--- src/rtl/aether_engine_pkg.sv ---
// ---------------------------------------------------------------------------
// aether_engine_pkg
// Shared definitions for the engine command path: opcodes, selector codes for
// each opcode, the packed 24-bit command layout and the encoder state type.
// No ports; imported by the encoder and the legality checker.
// ---------------------------------------------------------------------------
package aether_engine_pkg;

    // Opcodes carried in cmd[23:20]
    localparam logic [3:0] NOP        = 4'h0;
    localparam logic [3:0] RESET      = 4'h1;
    localparam logic [3:0] WRITE_REG  = 4'h2;
    localparam logic [3:0] READ_REG   = 4'h3;
    localparam logic [3:0] START_TASK = 4'h4;

    // Reset types (selector of RESET)
    localparam logic [3:0] RST_ALL          = 4'h0;
    localparam logic [3:0] RST_CONV         = 4'h1;
    localparam logic [3:0] RST_CONV_WEIGHTS = 4'h2;
    localparam logic [3:0] TASK_RAM         = 4'h3;

    // Task codes (selector of START_TASK)
    localparam logic [3:0] LOAD_CONV_WEIGHTS = 4'h0;
    localparam logic [3:0] RUN_CONV          = 4'h1;
    localparam logic [3:0] LOAD_INPUT        = 4'h2;
    localparam logic [3:0] WRITE_TO_MEM      = 4'h6;
    localparam logic [3:0] READ_FROM_MEM     = 4'h7;

    // Register addresses (selector of WRITE_REG / READ_REG)
    localparam logic [3:0] REG_0 = 4'h0;
    localparam logic [3:0] REG_1 = 4'h1;
    localparam logic [3:0] REG_2 = 4'h2;
    localparam logic [3:0] REG_3 = 4'h3;
    localparam logic [3:0] REG_4 = 4'h4;
    localparam logic [3:0] REG_5 = 4'h5;
    localparam logic [3:0] REG_6 = 4'h6;
    localparam logic [3:0] REG_7 = 4'h7;
    localparam logic [3:0] REG_8 = 4'h8;
    localparam logic [3:0] REG_E = 4'hE;
    localparam logic [3:0] REG_F = 4'hF;

    typedef struct packed {
        logic [3:0]  op;
        logic [3:0]  sel;
        logic [15:0] payload;
    } cmd_t;

    typedef enum logic [1:0] {
        IDLE,
        RD_WAIT,
        GAP
    } state_t;

endpackage

--- src/rtl/aether_engine_cmd_legal.sv ---
// ---------------------------------------------------------------------------
// aether_engine_cmd_legal
// Combinational check of whether the decoder accepts an op/sel pair.
// Ports:
//   i_op    - 4-bit opcode
//   i_sel   - 4-bit selector (reset type / register address / task code)
//   o_legal - 1 when the decoder would act on this command
// ---------------------------------------------------------------------------
module aether_engine_cmd_legal
    import aether_engine_pkg::*;
(
    input  logic [3:0] i_op,
    input  logic [3:0] i_sel,
    output logic       o_legal
);

    // Each opcode has its own set of meaningful selectors; unknown opcodes
    // are never legal.
    always_comb begin
        o_legal = 1'b0;
        case (i_op)
            NOP:        o_legal = 1'b1;
            RESET:      o_legal = (i_sel <= TASK_RAM);
            WRITE_REG:  o_legal = ((i_sel >= REG_1) && (i_sel <= REG_6)) || (i_sel == REG_E);
            READ_REG:   o_legal = (i_sel <= REG_8) || (i_sel == REG_F);
            START_TASK: o_legal = (i_sel inside {LOAD_CONV_WEIGHTS, RUN_CONV, LOAD_INPUT,
                                                 WRITE_TO_MEM, READ_FROM_MEM});
            default:    o_legal = 1'b0;
        endcase
    end

endmodule

--- src/rtl/aether_engine_cmd_encoder.sv ---
// ---------------------------------------------------------------------------
// aether_engine_cmd_encoder
// Turns accepted host requests into single-cycle 24-bit decoder commands,
// captures READ_REG data at a fixed latency and drops illegal requests.
// Parameters:
//   RdLatency - cycles from READ_REG on cmd_o to valid data_i (1..7)
//   IssueGap  - forced NOP cycles after each issued command (0..15)
// Ports:
//   clk_i, rst_i              - clock, synchronous active-high reset
//   req_valid_i/req_ready_o   - request handshake
//   req_op_i/sel_i/payload_i  - request fields
//   cmd_o                     - registered command to decoder (NOP when idle)
//   buffer_full_i             - decoder back-pressure, blocks acceptance only
//   data_i                    - decoder read data
//   rsp_valid_o/data_o/sel_o  - read response pulse, held data and address
//   err_o                     - pulse when an illegal request is dropped
//   busy_o                    - encoder is waiting on a read or a gap
// ---------------------------------------------------------------------------
module aether_engine_cmd_encoder
    import aether_engine_pkg::*;
#(
    parameter int RdLatency = 1,
    parameter int IssueGap  = 0
) (
    input  logic        clk_i,
    input  logic        rst_i,
    input  logic        req_valid_i,
    output logic        req_ready_o,
    input  logic [3:0]  req_op_i,
    input  logic [3:0]  req_sel_i,
    input  logic [15:0] req_payload_i,
    output logic [23:0] cmd_o,
    input  logic        buffer_full_i,
    input  logic [15:0] data_i,
    output logic        rsp_valid_o,
    output logic [15:0] rsp_data_o,
    output logic [3:0]  rsp_sel_o,
    output logic        err_o,
    output logic        busy_o
);

    localparam logic [3:0] RD_LAT  = 4'(RdLatency);
    localparam logic [3:0] GAP_LEN = 4'(IssueGap);
    localparam bit         HAS_GAP = (IssueGap > 0);

    state_t      r_state;
    state_t      w_nextState;
    logic [3:0]  r_count;
    logic [3:0]  w_nextCount;
    cmd_t        r_cmd;
    cmd_t        w_nextCmd;
    logic        r_err;
    logic        w_nextErr;
    logic        r_rspValid;
    logic        w_nextRspValid;
    logic [15:0] r_rspData;
    logic [3:0]  r_rspSel;
    logic [3:0]  r_pendSel;
    logic        w_legal;
    logic        w_handshake;
    logic        w_capture;
    logic        w_latchSel;

    aether_engine_cmd_legal u_legal (
        .i_op    (req_op_i),
        .i_sel   (req_sel_i),
        .o_legal (w_legal)
    );

    assign req_ready_o = (r_state == IDLE) && !buffer_full_i;
    assign busy_o      = (r_state != IDLE);
    assign w_handshake = req_valid_i && req_ready_o;

    // Next-state and next-output decode. Commands and pulses default to NOP/0
    // so every registered command lives for exactly one cycle. The counter is
    // loaded with the read latency or the gap length and counts down; a read
    // samples data_i on the edge that closes its counter==0 cycle.
    always_comb begin
        w_nextState    = r_state;
        w_nextCount    = r_count;
        w_nextCmd      = '0;
        w_nextErr      = 1'b0;
        w_nextRspValid = 1'b0;
        w_capture      = 1'b0;
        w_latchSel     = 1'b0;
        case (r_state)
            IDLE: begin
                if (w_handshake) begin
                    if (!w_legal) begin
                        w_nextErr = 1'b1;
                    end else begin
                        w_nextCmd = '{op: req_op_i, sel: req_sel_i, payload: req_payload_i};
                        if (req_op_i == READ_REG) begin
                            w_nextState = RD_WAIT;
                            w_nextCount = RD_LAT;
                            w_latchSel  = 1'b1;
                        end else if (HAS_GAP) begin
                            w_nextState = GAP;
                            w_nextCount = GAP_LEN;
                        end
                    end
                end
            end
            RD_WAIT: begin
                if (r_count == 4'd0) begin
                    w_capture      = 1'b1;
                    w_nextRspValid = 1'b1;
                    if (HAS_GAP) begin
                        w_nextState = GAP;
                        w_nextCount = GAP_LEN;
                    end else begin
                        w_nextState = IDLE;
                    end
                end else begin
                    w_nextCount = r_count - 4'd1;
                end
            end
            GAP: begin
                if (r_count <= 4'd1) begin
                    w_nextState = IDLE;
                    w_nextCount = 4'd0;
                end else begin
                    w_nextCount = r_count - 4'd1;
                end
            end
            default: begin
                w_nextState = IDLE;
                w_nextCount = 4'd0;
            end
        endcase
    end

    // State and output registers. Reset drops any read or gap in flight, so
    // an abandoned read never produces a response.
    always_ff @(posedge clk_i) begin
        if (rst_i) begin
            r_state    <= IDLE;
            r_count    <= 4'd0;
            r_cmd      <= '0;
            r_err      <= 1'b0;
            r_rspValid <= 1'b0;
            r_rspData  <= 16'h0;
            r_rspSel   <= 4'h0;
            r_pendSel  <= 4'h0;
        end else begin
            r_state    <= w_nextState;
            r_count    <= w_nextCount;
            r_cmd      <= w_nextCmd;
            r_err      <= w_nextErr;
            r_rspValid <= w_nextRspValid;
            if (w_latchSel) begin
                r_pendSel <= req_sel_i;
            end
            if (w_capture) begin
                r_rspData <= data_i;
                r_rspSel  <= r_pendSel;
            end
        end
    end

    assign cmd_o       = r_cmd;
    assign err_o       = r_err;
    assign rsp_valid_o = r_rspValid;
    assign rsp_data_o  = r_rspData;
    assign rsp_sel_o   = r_rspSel;

endmodule
--- config.mk ---
export PLATFORM = sky130hd
export DESIGN_NAME = aether_engine_cmd_encoder
export DESIGN_NICKNAME = d
export VERILOG_FILES = /design/src/rtl/aether_engine_pkg.sv /design/src/rtl/aether_engine_cmd_legal.sv /design/src/rtl/aether_engine_cmd_encoder.sv
export SDC_FILE = /design/constraint.sdc
export NUM_CORES = 1
export LEC_CHECK = 0
export BUFFER_PORTS_ARGS = -buffer_cell sky130_fd_sc_hd__buf_2
export CORE_UTILIZATION = 35
export DETAILED_ROUTE_END_ITERATION = 10
export GPL_TIMING_DRIVEN = 0
export HOLD_SLACK_MARGIN = 0.12
export SYNTH_ARGS = -nofsm -noshare
export SYNTH_HDL_FRONTEND = slang
export SYNTH_SLANG_ARGS = --single-unit
--- constraint.sdc ---
create_clock -name clk_i -period 1.74 [get_ports clk_i]
set_clock_uncertainty 0.1 [all_clocks]
set_input_delay 0 -clock clk_i [delete_from_list [all_inputs] [get_ports clk_i]]
set_output_delay 0 -clock clk_i [all_outputs]
set_load 0.01 [all_outputs]
==> results_dict.tcl <==
set metrics [dict create \
    syn_nets 290 \
    ys_types 32 \
    clk_latency_ns 0.30 \
    critPathKind "flip-flop to flip-flop" \
    fillers 529 \
    finalNonFillerCells 454 \
    min_period_over_period_pct 101 \
    cpPeakStageDelay_ns 0.56 \
    diodes 0 \
    finalHoldViolations 0 \
    cts_buffers 5 \
    seqCellArea_um2 1110 \
    cp_slowest_cell "or4_4" \
    ys_seq_area_share_pct 54.5 \
    avgViaCountPerCell 4.65 \
    synthCells 244 \
    clock-sinks 55 \
    worstPathMaxFanout 7 \
    ctsRootBufferMaster "clkbuf_8" \
    grt_setup_unrepaired "yes" \
    vias 2110 \
    grtUsageMet2_pct 33.1 \
    ir_worst_vdd_uv 404 \
    mostFrequentLayoutCells "buf_2, nand2_1, dfxtp_1" \
    grt_pass1_wl_um 9040 \
    core-area_um2 5540 \
    rows 27 \
    grt_use_total_pct 18.6 \
    grt_max_degree 18 \
    multi_input_area_um2 887 \
    pwr_density_cell_nw_per_um2 710 \
    violations "setup timing" \
    ant_nets 0 \
    hp-class "input pin to flip-flop" \
    die_height_um 78.0 \
    max-cap-violations 0 \
    syn_area_um2 2020 \
    synth_area_per_cell_um2 8.28 \
    status "finished, violations left" \
    dr.pass1.iters 4 \
    place_inst 405 \
    cp_cell_sequence "or3b_4, or4_4, o211ai_2, a21oi_1" \
    cts_tree "done" \
    grt-busiest-layer "met2" \
    drc 0 \
    reg2reg_from "r_state[0]" \
    slew_viol_final 0 \
    start_kind "flip-flop" \
    met3_usage_pct 5.06 \
    cp.required_ns 1.82 \
    final_common_cell "buf_2" \
    critPathCaptureType "flip-flop" \
    ys_ff_latch 55 \
    avgRoutedWirePerCell_um 12.1 \
    worst_slack_ns -0.0107 \
    grt.met1_usage_pct 21.1 \
    fmax_mhz 571 \
    gp_routability_congestion 0.762 \
    path_clk_slew_ns 0.10 \
    cp-endpoint "r_count[1]" \
    dieWidth_um 78.0 \
    ff2ff_setup_slack_ns -0.01 \
    htreeDepth 2 \
    worstSetupStartpoint "r_state[0]" \
    reg2reg_to "r_count[1]" \
    layout_min_cycle_time_ns 1.75 \
    drtIter0Drc 90 \
    p_leak_nw 1.36 \
    port_buffers 89 \
    grt_overflow 0 \
    antenna_found_initial 0 \
    nets 427 \
    drive_gt1_share_pct 32.5 \
    yosys_warnings 0 \
    setup_viol 2 \
    die_area_um2 6080 \
    dp_hpwl_um 3520 \
    grt_pass1_vias 2042 \
    num_io_pins 92 \
    routed_wl_um 5480 \
    r2r_cells 4 \
    crit_arrival_ns 1.83 \
    fin_util_pct 56.5 \
    cts.path.max_buffers 2 \
    area_growth_pct 55.0 \
    start_util_pct 36.5 \
]
[layer usage]
layer / wire, um / vias to the layer above
met5: 0 / -
met4: 57 / 0
met3: 372 / 7
met2: 2580 / 73
met1: 2470 / 935
li1: - / 1095
[synthesized netlist by cell type]
cell type / instances / area share, %
nand2_1: 70 / 13
dfxtp_1: 55 / 54
a21oi_1: 50 / 12
clkbuf_1: 12 / 2.2
nor2_1: 8 / 1.5
o21ai_1: 6 / 1.5
nand3_1: 5 / 1.2
buf_2: 4 / 0.99
a31oi_1: 3 / 0.93
nor2b_1: 3 / 0.93
nor4_1: 3 / 0.93
and3_1: 2 / 0.62
ha_1: 2 / 1.2
inv_1: 2 / 0.37
nor3_1: 2 / 0.50
conb_1: 1 / 0.19
mux2_2: 1 / 0.56
nand2b_1: 1 / 0.31
nor3b_1: 1 / 0.37
nor4_2: 1 / 0.62
nor4bb_1: 1 / 0.50
o211a_1: 1 / 0.50
o211ai_2: 1 / 0.62
o21a_1: 1 / 0.37
o21ai_0: 1 / 0.25
o21bai_1: 1 / 0.37
o32ai_1: 1 / 0.43
or2_2: 1 / 0.31
or3_1: 1 / 0.31
or3b_4: 1 / 0.56
or4_1: 1 / 0.37
or4bb_1: 1 / 0.56
[sequential cells by signal, indices dropped and copies added, names as in the netlist]
register,flops
cmd_o,24
err_o,1
r_count,4
r_pendSel,4
r_state,1
rsp_data_o,16
rsp_sel_o,4
rsp_valid_o,1
[repair_timing]
| action | CTS | global route |
|---|---|---|
| pin swaps | 3 | 1 |
| gates resized for setup | 12 | 16 |
| hold endpoints to repair | 46 | 10 |
| cloned | 0 | 0 |
| buffers inserted | 1 | 0 |
| setup endpoints to repair | 39 | 47 |
| hold buffers | 40 | 1 |
[per-stage QoR]
stage,cell area [um2],hold WS (ns),setup TNS (ns),worst slack (ns),power [mW]
final,3130,0.0115,-0.0116,-0.0107,2.22
after global routing,3130,0.0293,-0.363,-0.0662,2.33
after CTS,3090,-0.0139,-0.0247,-0.0125,2.24
after detailed placement,2570,0.123,-3.97,-0.152,1.47
after global placement,2570,0.119,-3.78,-0.166,1.47
after floorplan,2030,-0.0571,-0.142,-0.0292,1.38
[report_power, final]
group / switching [mW] / internal [mW] / total, mW
registers: 0.00384 / 1.27 / 1.27
logic: 0.113 / 0.133 / 0.246
clock network: 0.425 / 0.282 / 0.707
[final cells by class]
class	count	area share [%]
Clock buffer	5	2.20
Tap cell	72	2.88
Sequential cell	55	35.3
Clock inverter	3	0.599
Inverter	2	0.240
Multi-Input combinational cell	171	28.3
Buffer	15	2.92
Timing Repair Buffer	131	27.6
[cell families (layout without fill, tap and decap cells)]
logic type,count (synthesis),after routing,synth area share (%)
buffers and inverters,18,156,3.59
adders and majority gates,2,2,1.24
and+or+nand+nor,102,102,22.6
DFF,55,55,54.5
other,1,1,0.186
muxes,1,1,0.557
AOI/OAI and AO/OA,65,65,17.3
[critical path, delay by kind of cell, from the launching register on]
| family | cells | cell delay, ns |
|---|---|---|
| and+or+nand+nor | 2 | 0.95 |
| AOI/OAI and AO/OA | 2 | 0.22 |
| DFF | 1 | 0.35 |
[how the worst min path moves through the flow]
stage,cells past startpoint,slack (ns),end,from
after global placement,3,0.12,cmd_o[13],req_payload_i[13]
after CTS,4,-0.01,r_pendSel[2],req_op_i[3]
final,5,0.01,cmd_o[19],buffer_full_i
after detailed placement,3,0.12,cmd_o[11],req_payload_i[11]
after global routing,5,0.03,cmd_o[21],buffer_full_i
after floorplan,1,-0.06,req_ready_o,buffer_full_i
Power figures use the tool's default switching activity.
